===== src/rtl/irq_pkg.sv =====
// Shared constants for the machine-mode interrupt controller: register map,
// mcause values and the request FSM states.
package irq_pkg;

  localparam logic [2:0] REG_MTIME_LO    = 3'd0;
  localparam logic [2:0] REG_MTIME_HI    = 3'd1;
  localparam logic [2:0] REG_MTIMECMP_LO = 3'd2;
  localparam logic [2:0] REG_MTIMECMP_HI = 3'd3;
  localparam logic [2:0] REG_MSIP        = 3'd4;
  localparam logic [2:0] REG_EXT_EN      = 3'd5;
  localparam logic [2:0] REG_EXT_PEND    = 3'd6;
  localparam logic [2:0] REG_EXT_ID      = 3'd7;

  localparam logic [31:0] CAUSE_MEI = 32'h8000_000B;
  localparam logic [31:0] CAUSE_MSI = 32'h8000_0003;
  localparam logic [31:0] CAUSE_MTI = 32'h8000_0007;

  typedef enum logic [1:0] {IDLE, REQ, ACK} irq_state_e;

endpackage


===== src/rtl/irq_ctrl_if.sv =====
// Register port and trap-unit handshake of the interrupt controller.
// The core side (MEM stage + trap unit) is the master.
interface irq_ctrl_if;
  logic        reg_we;
  logic [2:0]  reg_addr;
  logic [31:0] reg_wdata;
  logic [31:0] reg_rdata;
  logic        trap_ack;
  logic        interrupt_req;
  logic [31:0] interrupt_cause;

  modport master (
    output reg_we, reg_addr, reg_wdata, trap_ack,
    input  reg_rdata, interrupt_req, interrupt_cause
  );

  modport slave (
    input  reg_we, reg_addr, reg_wdata, trap_ack,
    output reg_rdata, interrupt_req, interrupt_cause
  );
endinterface


===== src/rtl/irq_mtimer.sv =====
// Machine timer: prescaled 64-bit mtime, mtimecmp and the level mtip compare.
// Half-word write strobes are decoded by the parent.
module irq_mtimer #(
  parameter int unsigned TICK_DIV = 1
) (
  input  logic        clk,
  input  logic        rst,
  input  logic        mtime_lo_we,
  input  logic        mtime_hi_we,
  input  logic        mtimecmp_lo_we,
  input  logic        mtimecmp_hi_we,
  input  logic [31:0] wdata,
  output logic [63:0] mtime_o,
  output logic [63:0] mtimecmp_o,
  output logic        mtip_o
);

  localparam int unsigned PW = (TICK_DIV > 1) ? $clog2(TICK_DIV) : 1;
  localparam logic [PW-1:0] PRESC_MAX = PW'(TICK_DIV - 1);

  logic [PW-1:0] presc_q, presc_d;
  logic [63:0]   mtime_q, mtime_d;
  logic [63:0]   cmp_q, cmp_d;
  logic          tick;

  // NOTE: every signal driven here gets a default first, so no path leaves it
  // unassigned and no latch is inferred.
  always_comb begin
    tick    = (presc_q == PRESC_MAX);
    presc_d = tick ? '0 : presc_q + PW'(1);
    mtime_d = mtime_q;
    cmp_d   = cmp_q;
    if (mtime_lo_we)    mtime_d[31:0]  = wdata;
    if (mtime_hi_we)    mtime_d[63:32] = wdata;
    if (!mtime_lo_we && !mtime_hi_we && tick) mtime_d = mtime_q + 64'd1;
    if (mtimecmp_lo_we) cmp_d[31:0]    = wdata;
    if (mtimecmp_hi_we) cmp_d[63:32]   = wdata;
  end

  // NOTE: state registers use non-blocking assignments so all flops update
  // together from pre-edge values.
  always_ff @(posedge clk) begin
    if (rst) begin
      presc_q <= '0;
      mtime_q <= '0;
      cmp_q   <= '1;
    end else begin
      presc_q <= presc_d;
      mtime_q <= mtime_d;
      cmp_q   <= cmp_d;
    end
  end

  assign mtime_o    = mtime_q;
  assign mtimecmp_o = cmp_q;
  assign mtip_o     = (mtime_q >= cmp_q);

endmodule


===== src/rtl/irq_ctrl.sv =====
// Machine-mode interrupt controller: timer, software bit, edge-latched external
// lines, fixed-priority arbitration and a request held until ack or withdrawal.
module irq_ctrl
  import irq_pkg::*;
#(
  parameter int unsigned NUM_EXT  = 8,
  parameter int unsigned TICK_DIV = 1
) (
  input  logic               clk,
  input  logic               rst,
  input  logic [NUM_EXT-1:0] ext_irq,
  input  logic               mie_meie,
  input  logic               mie_mtie,
  input  logic               mie_msie,
  irq_ctrl_if.slave          bus
);

  logic [63:0]        mtime, mtimecmp;
  logic               mtip;
  logic               msip_q, msip_d;
  logic [NUM_EXT-1:0] ext_en_q, ext_en_d;
  logic [NUM_EXT-1:0] ext_pend_q, ext_pend_d;
  logic [NUM_EXT-1:0] ext_prev_q;
  logic [NUM_EXT-1:0] ext_w1c, ext_active;
  logic [4:0]         ext_id;
  logic               elig_mei, elig_msi, elig_mti, latched_ok;
  irq_state_e         state_q, state_d;
  logic               req_q, req_d;
  logic [31:0]        cause_q, cause_d;

  function automatic logic wr(input logic we, input logic [2:0] a, input logic [2:0] idx);
    return we && (a == idx);
  endfunction

  irq_mtimer #(.TICK_DIV(TICK_DIV)) u_mtimer (
    .clk           (clk),
    .rst           (rst),
    .mtime_lo_we   (wr(bus.reg_we, bus.reg_addr, REG_MTIME_LO)),
    .mtime_hi_we   (wr(bus.reg_we, bus.reg_addr, REG_MTIME_HI)),
    .mtimecmp_lo_we(wr(bus.reg_we, bus.reg_addr, REG_MTIMECMP_LO)),
    .mtimecmp_hi_we(wr(bus.reg_we, bus.reg_addr, REG_MTIMECMP_HI)),
    .wdata         (bus.reg_wdata),
    .mtime_o       (mtime),
    .mtimecmp_o    (mtimecmp),
    .mtip_o        (mtip)
  );

  // A new rising edge is OR-ed in after the W1C mask, so set beats clear.
  always_comb begin
    msip_d     = wr(bus.reg_we, bus.reg_addr, REG_MSIP) ? bus.reg_wdata[0] : msip_q;
    ext_en_d   = wr(bus.reg_we, bus.reg_addr, REG_EXT_EN) ? bus.reg_wdata[NUM_EXT-1:0] : ext_en_q;
    ext_w1c    = wr(bus.reg_we, bus.reg_addr, REG_EXT_PEND) ? bus.reg_wdata[NUM_EXT-1:0] : '0;
    ext_pend_d = (ext_pend_q & ~ext_w1c) | (ext_irq & ~ext_prev_q);
    ext_active = ext_pend_q & ext_en_q;
    ext_id     = '0;
    for (int i = int'(NUM_EXT) - 1; i >= 0; i--) begin
      if (ext_active[i]) ext_id = 5'(i);
    end
  end

  assign elig_mei   = (|ext_active) && mie_meie;
  assign elig_msi   = msip_q && mie_msie;
  assign elig_mti   = mtip && mie_mtie;
  assign latched_ok = ((cause_q == CAUSE_MEI) && elig_mei) ||
                      ((cause_q == CAUSE_MSI) && elig_msi) ||
                      ((cause_q == CAUSE_MTI) && elig_mti);

  always_comb begin
    state_d = state_q;
    req_d   = req_q;
    cause_d = cause_q;
    case (state_q)
      IDLE: if (elig_mei || elig_msi || elig_mti) begin
        state_d = REQ;
        req_d   = 1'b1;
        cause_d = elig_mei ? CAUSE_MEI : (elig_msi ? CAUSE_MSI : CAUSE_MTI);
      end
      REQ: if (bus.trap_ack) begin
        state_d = ACK;
        req_d   = 1'b0;
      end else if (!latched_ok) begin
        state_d = IDLE;
        req_d   = 1'b0;
      end
      default: begin
        state_d = IDLE;
        req_d   = 1'b0;
      end
    endcase
  end

  always_ff @(posedge clk) begin
    if (rst) begin
      msip_q     <= 1'b0;
      ext_en_q   <= '0;
      ext_pend_q <= '0;
      ext_prev_q <= '0;
      state_q    <= IDLE;
      req_q      <= 1'b0;
      cause_q    <= '0;
    end else begin
      msip_q     <= msip_d;
      ext_en_q   <= ext_en_d;
      ext_pend_q <= ext_pend_d;
      ext_prev_q <= ext_irq;
      state_q    <= state_d;
      req_q      <= req_d;
      cause_q    <= cause_d;
    end
  end

  always_comb begin
    bus.reg_rdata = '0;
    case (bus.reg_addr)
      REG_MTIME_LO:    bus.reg_rdata = mtime[31:0];
      REG_MTIME_HI:    bus.reg_rdata = mtime[63:32];
      REG_MTIMECMP_LO: bus.reg_rdata = mtimecmp[31:0];
      REG_MTIMECMP_HI: bus.reg_rdata = mtimecmp[63:32];
      REG_MSIP:        bus.reg_rdata = {31'd0, msip_q};
      REG_EXT_EN:      bus.reg_rdata = 32'(ext_en_q);
      REG_EXT_PEND:    bus.reg_rdata = 32'(ext_pend_q);
      default:         bus.reg_rdata = {|ext_active, 26'd0, ext_id};
    endcase
  end

  assign bus.interrupt_req   = req_q;
  assign bus.interrupt_cause = cause_q;

endmodule

===== src/flat_wrapper.sv =====
// flat-port wrapper written by rule: the top's interface ports become plain ports
module irq_ctrl_flat import irq_pkg::*;
#(
  parameter int unsigned NUM_EXT  = 8,
  parameter int unsigned TICK_DIV = 1
)
  (clk, rst, ext_irq, mie_meie, mie_mtie, mie_msie, bus_reg_we, bus_reg_addr, bus_reg_wdata, bus_trap_ack, bus_reg_rdata, bus_interrupt_req, bus_interrupt_cause);
  irq_ctrl_if bus_i ();
  input  logic clk;
  input  logic rst;
  input  logic [NUM_EXT-1:0] ext_irq;
  input  logic mie_meie;
  input  logic mie_mtie;
  input  logic mie_msie;
  input wire logic [$bits(bus_i.reg_we)-1:0] bus_reg_we;
  input wire logic [$bits(bus_i.reg_addr)-1:0] bus_reg_addr;
  input wire logic [$bits(bus_i.reg_wdata)-1:0] bus_reg_wdata;
  input wire logic [$bits(bus_i.trap_ack)-1:0] bus_trap_ack;
  output wire logic [$bits(bus_i.reg_rdata)-1:0] bus_reg_rdata;
  output wire logic [$bits(bus_i.interrupt_req)-1:0] bus_interrupt_req;
  output wire logic [$bits(bus_i.interrupt_cause)-1:0] bus_interrupt_cause;
  assign bus_i.reg_we = bus_reg_we;
  assign bus_i.reg_addr = bus_reg_addr;
  assign bus_i.reg_wdata = bus_reg_wdata;
  assign bus_i.trap_ack = bus_trap_ack;
  assign bus_reg_rdata = bus_i.reg_rdata;
  assign bus_interrupt_req = bus_i.interrupt_req;
  assign bus_interrupt_cause = bus_i.interrupt_cause;
  irq_ctrl #(.NUM_EXT(NUM_EXT), .TICK_DIV(TICK_DIV)) u_core (.clk(clk), .rst(rst), .ext_irq(ext_irq), .mie_meie(mie_meie), .mie_mtie(mie_mtie), .mie_msie(mie_msie), .bus(bus_i));
endmodule

===== config.mk =====
export PLATFORM = sky130hd
export DESIGN_NAME = irq_ctrl_flat
export DESIGN_NICKNAME = d
export VERILOG_FILES = /design/src/rtl/irq_pkg.sv /design/src/rtl/irq_ctrl_if.sv /design/src/rtl/irq_mtimer.sv /design/src/rtl/irq_ctrl.sv /design/src/flat_wrapper.sv
export SDC_FILE = /design/constraint.sdc
export NUM_CORES = 1
export LEC_CHECK = 0
export CAP_MARGIN = 10
export CORE_AREA = 2 2 142 144
export DETAILED_ROUTE_END_ITERATION = 12
export DIE_AREA = 0 0 144 146
export GPL_TIMING_DRIVEN = 0
export PLACE_DENSITY = 0.75
export SKIP_CTS_REPAIR_TIMING = 1
export SLEW_MARGIN = 20
export SYNTH_ARGS = -nofsm -noshare
export SYNTH_HDL_FRONTEND = slang
export SYNTH_SLANG_ARGS = --single-unit

===== constraint.sdc =====
create_clock -name clk -period 3.2 [get_ports clk]
set_input_delay 0.96 -clock clk [delete_from_list [all_inputs] [get_ports clk]]
set_output_delay 0.96 -clock clk [all_outputs]
set_load 0.05 [all_outputs]

==> flow_summary.toml <==
[clocking]
clock_sinks = 159
insertion_delay_ns = 0.44
clk_path_buf_depth = 2
clockRootBuffer = "clkbuf_16"
clkTransAtPathRegs_ns = 0.06
cts_tree = "done"
cts_buffers = 17
cts_max_level = 4

[timing]
fin_ws_ns = -0.160
skew_ns = 0.00955
worst_slew_pin_slew_ns = 0.841
rsz0062_at_grt = "true"
period_needed_ns = 3.36
holdWs_ns = 0.477
relSlewSlack = 0.439
period_share = 1.05
hold_viol = 0
clock.fmax_ghz = 0.298
finalSetupViolations = 2
slew_violations = 0

[logic_synthesis]
yosysMostFrequentCell = "nand2_1"
synth_fa_ha_area_frac = 0.0837
synth_flop_cell = "dfxtp_1"
synth_cells = 1240
synth_mux_area_frac = 0.0214
synth_warnings = 0
ys_top_cells_by_count = "nand2_1 (205), dfxtp_1 (159), inv_1 (81)"
synth_compound_area_frac = 0.233
ys_seq_elements = 159
syn-cell-area_sq_um = 9720
synth_top_area_share = 0.328
synth_simple_gate_area_frac = 0.226
syn_area_per_cell_sq_um = 7.84
synth_edf_count = 0
synth_xor_area_frac = 0.0243
synth_cell_types = 63
postSynth.asyncResetShare = 0
synth_top_cell_by_area = "dfxtp_1"
synth_seq_area_share = 0.328
synth_top_family_by_area = "compound AO/OA/AOI/OAI gates"
synth.area.top_cells = "dfxtp_1 (33%), ha_1 (8.4%), nand2_1 (7.9%)"

[layout]
fin_cells = 1658
fin_nets = 1496
final.fill_count = 1681
seq_area_sq_um = 3190
antennaDiodeCount = 0
syn_to_final_growth_pct = 26.1
drive_above_1_share = 0.162
multi_input_area_sq_um = 6230

[detailed_routing]
vias_per_cell = 6.15
dr.pass1.iters = 6
drc = 0
vias = 10203
routed_wl_um = 33800
ant_nets = 0
dr.first_iter.drc_count = 1105
wl_per_cell_um = 20.4

[power_and_ir_drop]
power_density_nw_per_um2 = 415
vdd_drop_max_mv = 0.374
leakage_nw = 5.21

[setup_path]
cp_slowest_cell = "mux4_2"
required_ns = 2.24
critical_path_class = "flop to output port"
path_cells = "nand2_1 -> a32o_2 -> a22o_1 -> a22oi_1 -> a21oi_1 -> mux4_2 -> mux2_4 -> buf_8"
crit_arrival_ns = 2.40
end_kind = "output port"
crit_fanout = 4
critPathMaxStageDelay_ns = 0.46
startpoint_type = "flop"

[outcome]
outcome = "complete, but fails checks"
violations = "setup timing"

[place]
place_inst = 1619
gp_congestion = 0.979
post-dp-hpwl_um = 24600
place_ws_ns = -1.89
port_buffers = 87

[floorplan]
core_sq_um = 19300
io_pins = 115
rows = 51
dieArea_sq_um = 21000
die_h_um = 146
die_w_um = 144
start_util = 0.503

[global_route]
grt_start_max_net_pins = 17
gr-total-overflow = 0
grt_pass1_vias = 9411
grt_first_pass_wirelength_um = 51800
antenna_found_initial = 0
grt.total_usage = 0.317

[hold_path]
holdCritPathClass = "flop to flop"

[job]
drv_cap = 0
[metal layers]
layer | track usage | wire [um] | share of wire | vias to the layer above
li1 | - | - | - | 4739
met1 | 0.449 | 14500 | 0.43 | 4859
met2 | 0.479 | 15100 | 0.45 | 538
met3 | 0.0658 | 3320 | 0.098 | 67
met4 | 0.105 | 853 | 0.025 | 0
met5 | 0 | 0 | 0 | -
[kinds of logic after synthesis]
| logic type | after synthesis |
|---|---|
| adders and majority gates | 65 |
| muxes | 14 |
| buffers and inverters | 184 |
| other | 1 |
| AOI/OAI and AO/OA | 332 |
| and+or+nand+nor | 458 |
| xor gates and xnor gates | 27 |
| DFF | 159 |
[sequential cells by signal, summed over array words and instances, names as in the netlist, 3 cells and up]
register	cells
u_core.ext_prev_q	8
u_core.ext_pend_q	8
u_core.u_mtimer.mtime_o	64
u_core.u_mtimer.mtimecmp_o	64
u_core.ext_en_q	8
u_core.bus.interrupt_cause	3
[per-stage QoR]
stage / area [sq um] / util / total power, mW / setup TNS (ns)
floorplan: 9950 / - / 2.69 / 0
global placement: 11200 / 0.577 / 2.99 / -136.34
detailed placement: 11200 / 0.577 / 3.00 / -143.36
CTS: 11700 / 0.607 / 5.00 / -88.29
global route: 12300 / 0.634 / 5.23 / -0.263
finish: 12300 / 0.634 / 5.09 / -0.168
[report_power, final]
| group | internal [mW] | leakage [nW] | switching, mW | total, mW |
|---|---|---|---|---|
| clock | 1.18 | 0.284 | 0.873 | 2.05 |
| sequential | 2.05 | 1.30 | 0.0809 | 2.13 |
| combinational | 0.335 | 3.63 | 0.575 | 0.910 |
[layout make-up]
cell class | instances | share of cell area
well taps | 265 | 0.0271
multi-input cells | 924 | 0.508
flip-flops and latches | 159 | 0.260
plain buffers | 100 | 0.0537
clock buffers | 19 | 0.0370
inverters | 82 | 0.0256
clock inverters | 12 | 0.00970
repair buffers | 97 | 0.0782
[cell usage in the layout, fill, tap and decap left out, types with 28 or more instances in the layout]
master             n
ha_1              65
nor2_1            68
a21oi_1           67
conb_1            28
buf_4             41
inv_1             80
buf_6             29
clkdlybuf4s50_1   52
dfxtp_1          153
nand4_1           28
a22oi_1           31
clkbuf_1          46
o211ai_1          70
nand2_1          184
o21ai_0           28
[final timing paths]
check / startpoint / endpoint / slack [ns] / cells past startpoint
max reg2reg: u_core.u_mtimer.mtime_o[4] / u_core.u_mtimer.mtime_o[44] / 0.10 / 8
min reg2reg: u_core.ext_en_q[6] / u_core.ext_en_q[6] / 0.48 / 2
min: u_core.ext_en_q[6] / u_core.ext_en_q[6] / 0.48 / 2
max: u_core.ext_pend_q[6] / bus_reg_rdata[0] / -0.16 / 8
[critical path: cells and delay by family, from the launching register on]
family | cells | cell delay [ns]
AO/OA/AOI/OAI | 4 | 0.65
buffers and inverters | 1 | 0.15
AND/OR/NAND/NOR | 1 | 0.06
multiplexers | 2 | 0.75
flip-flops | 1 | 0.35
Note: power is estimated with default switching activity, not from simulation.
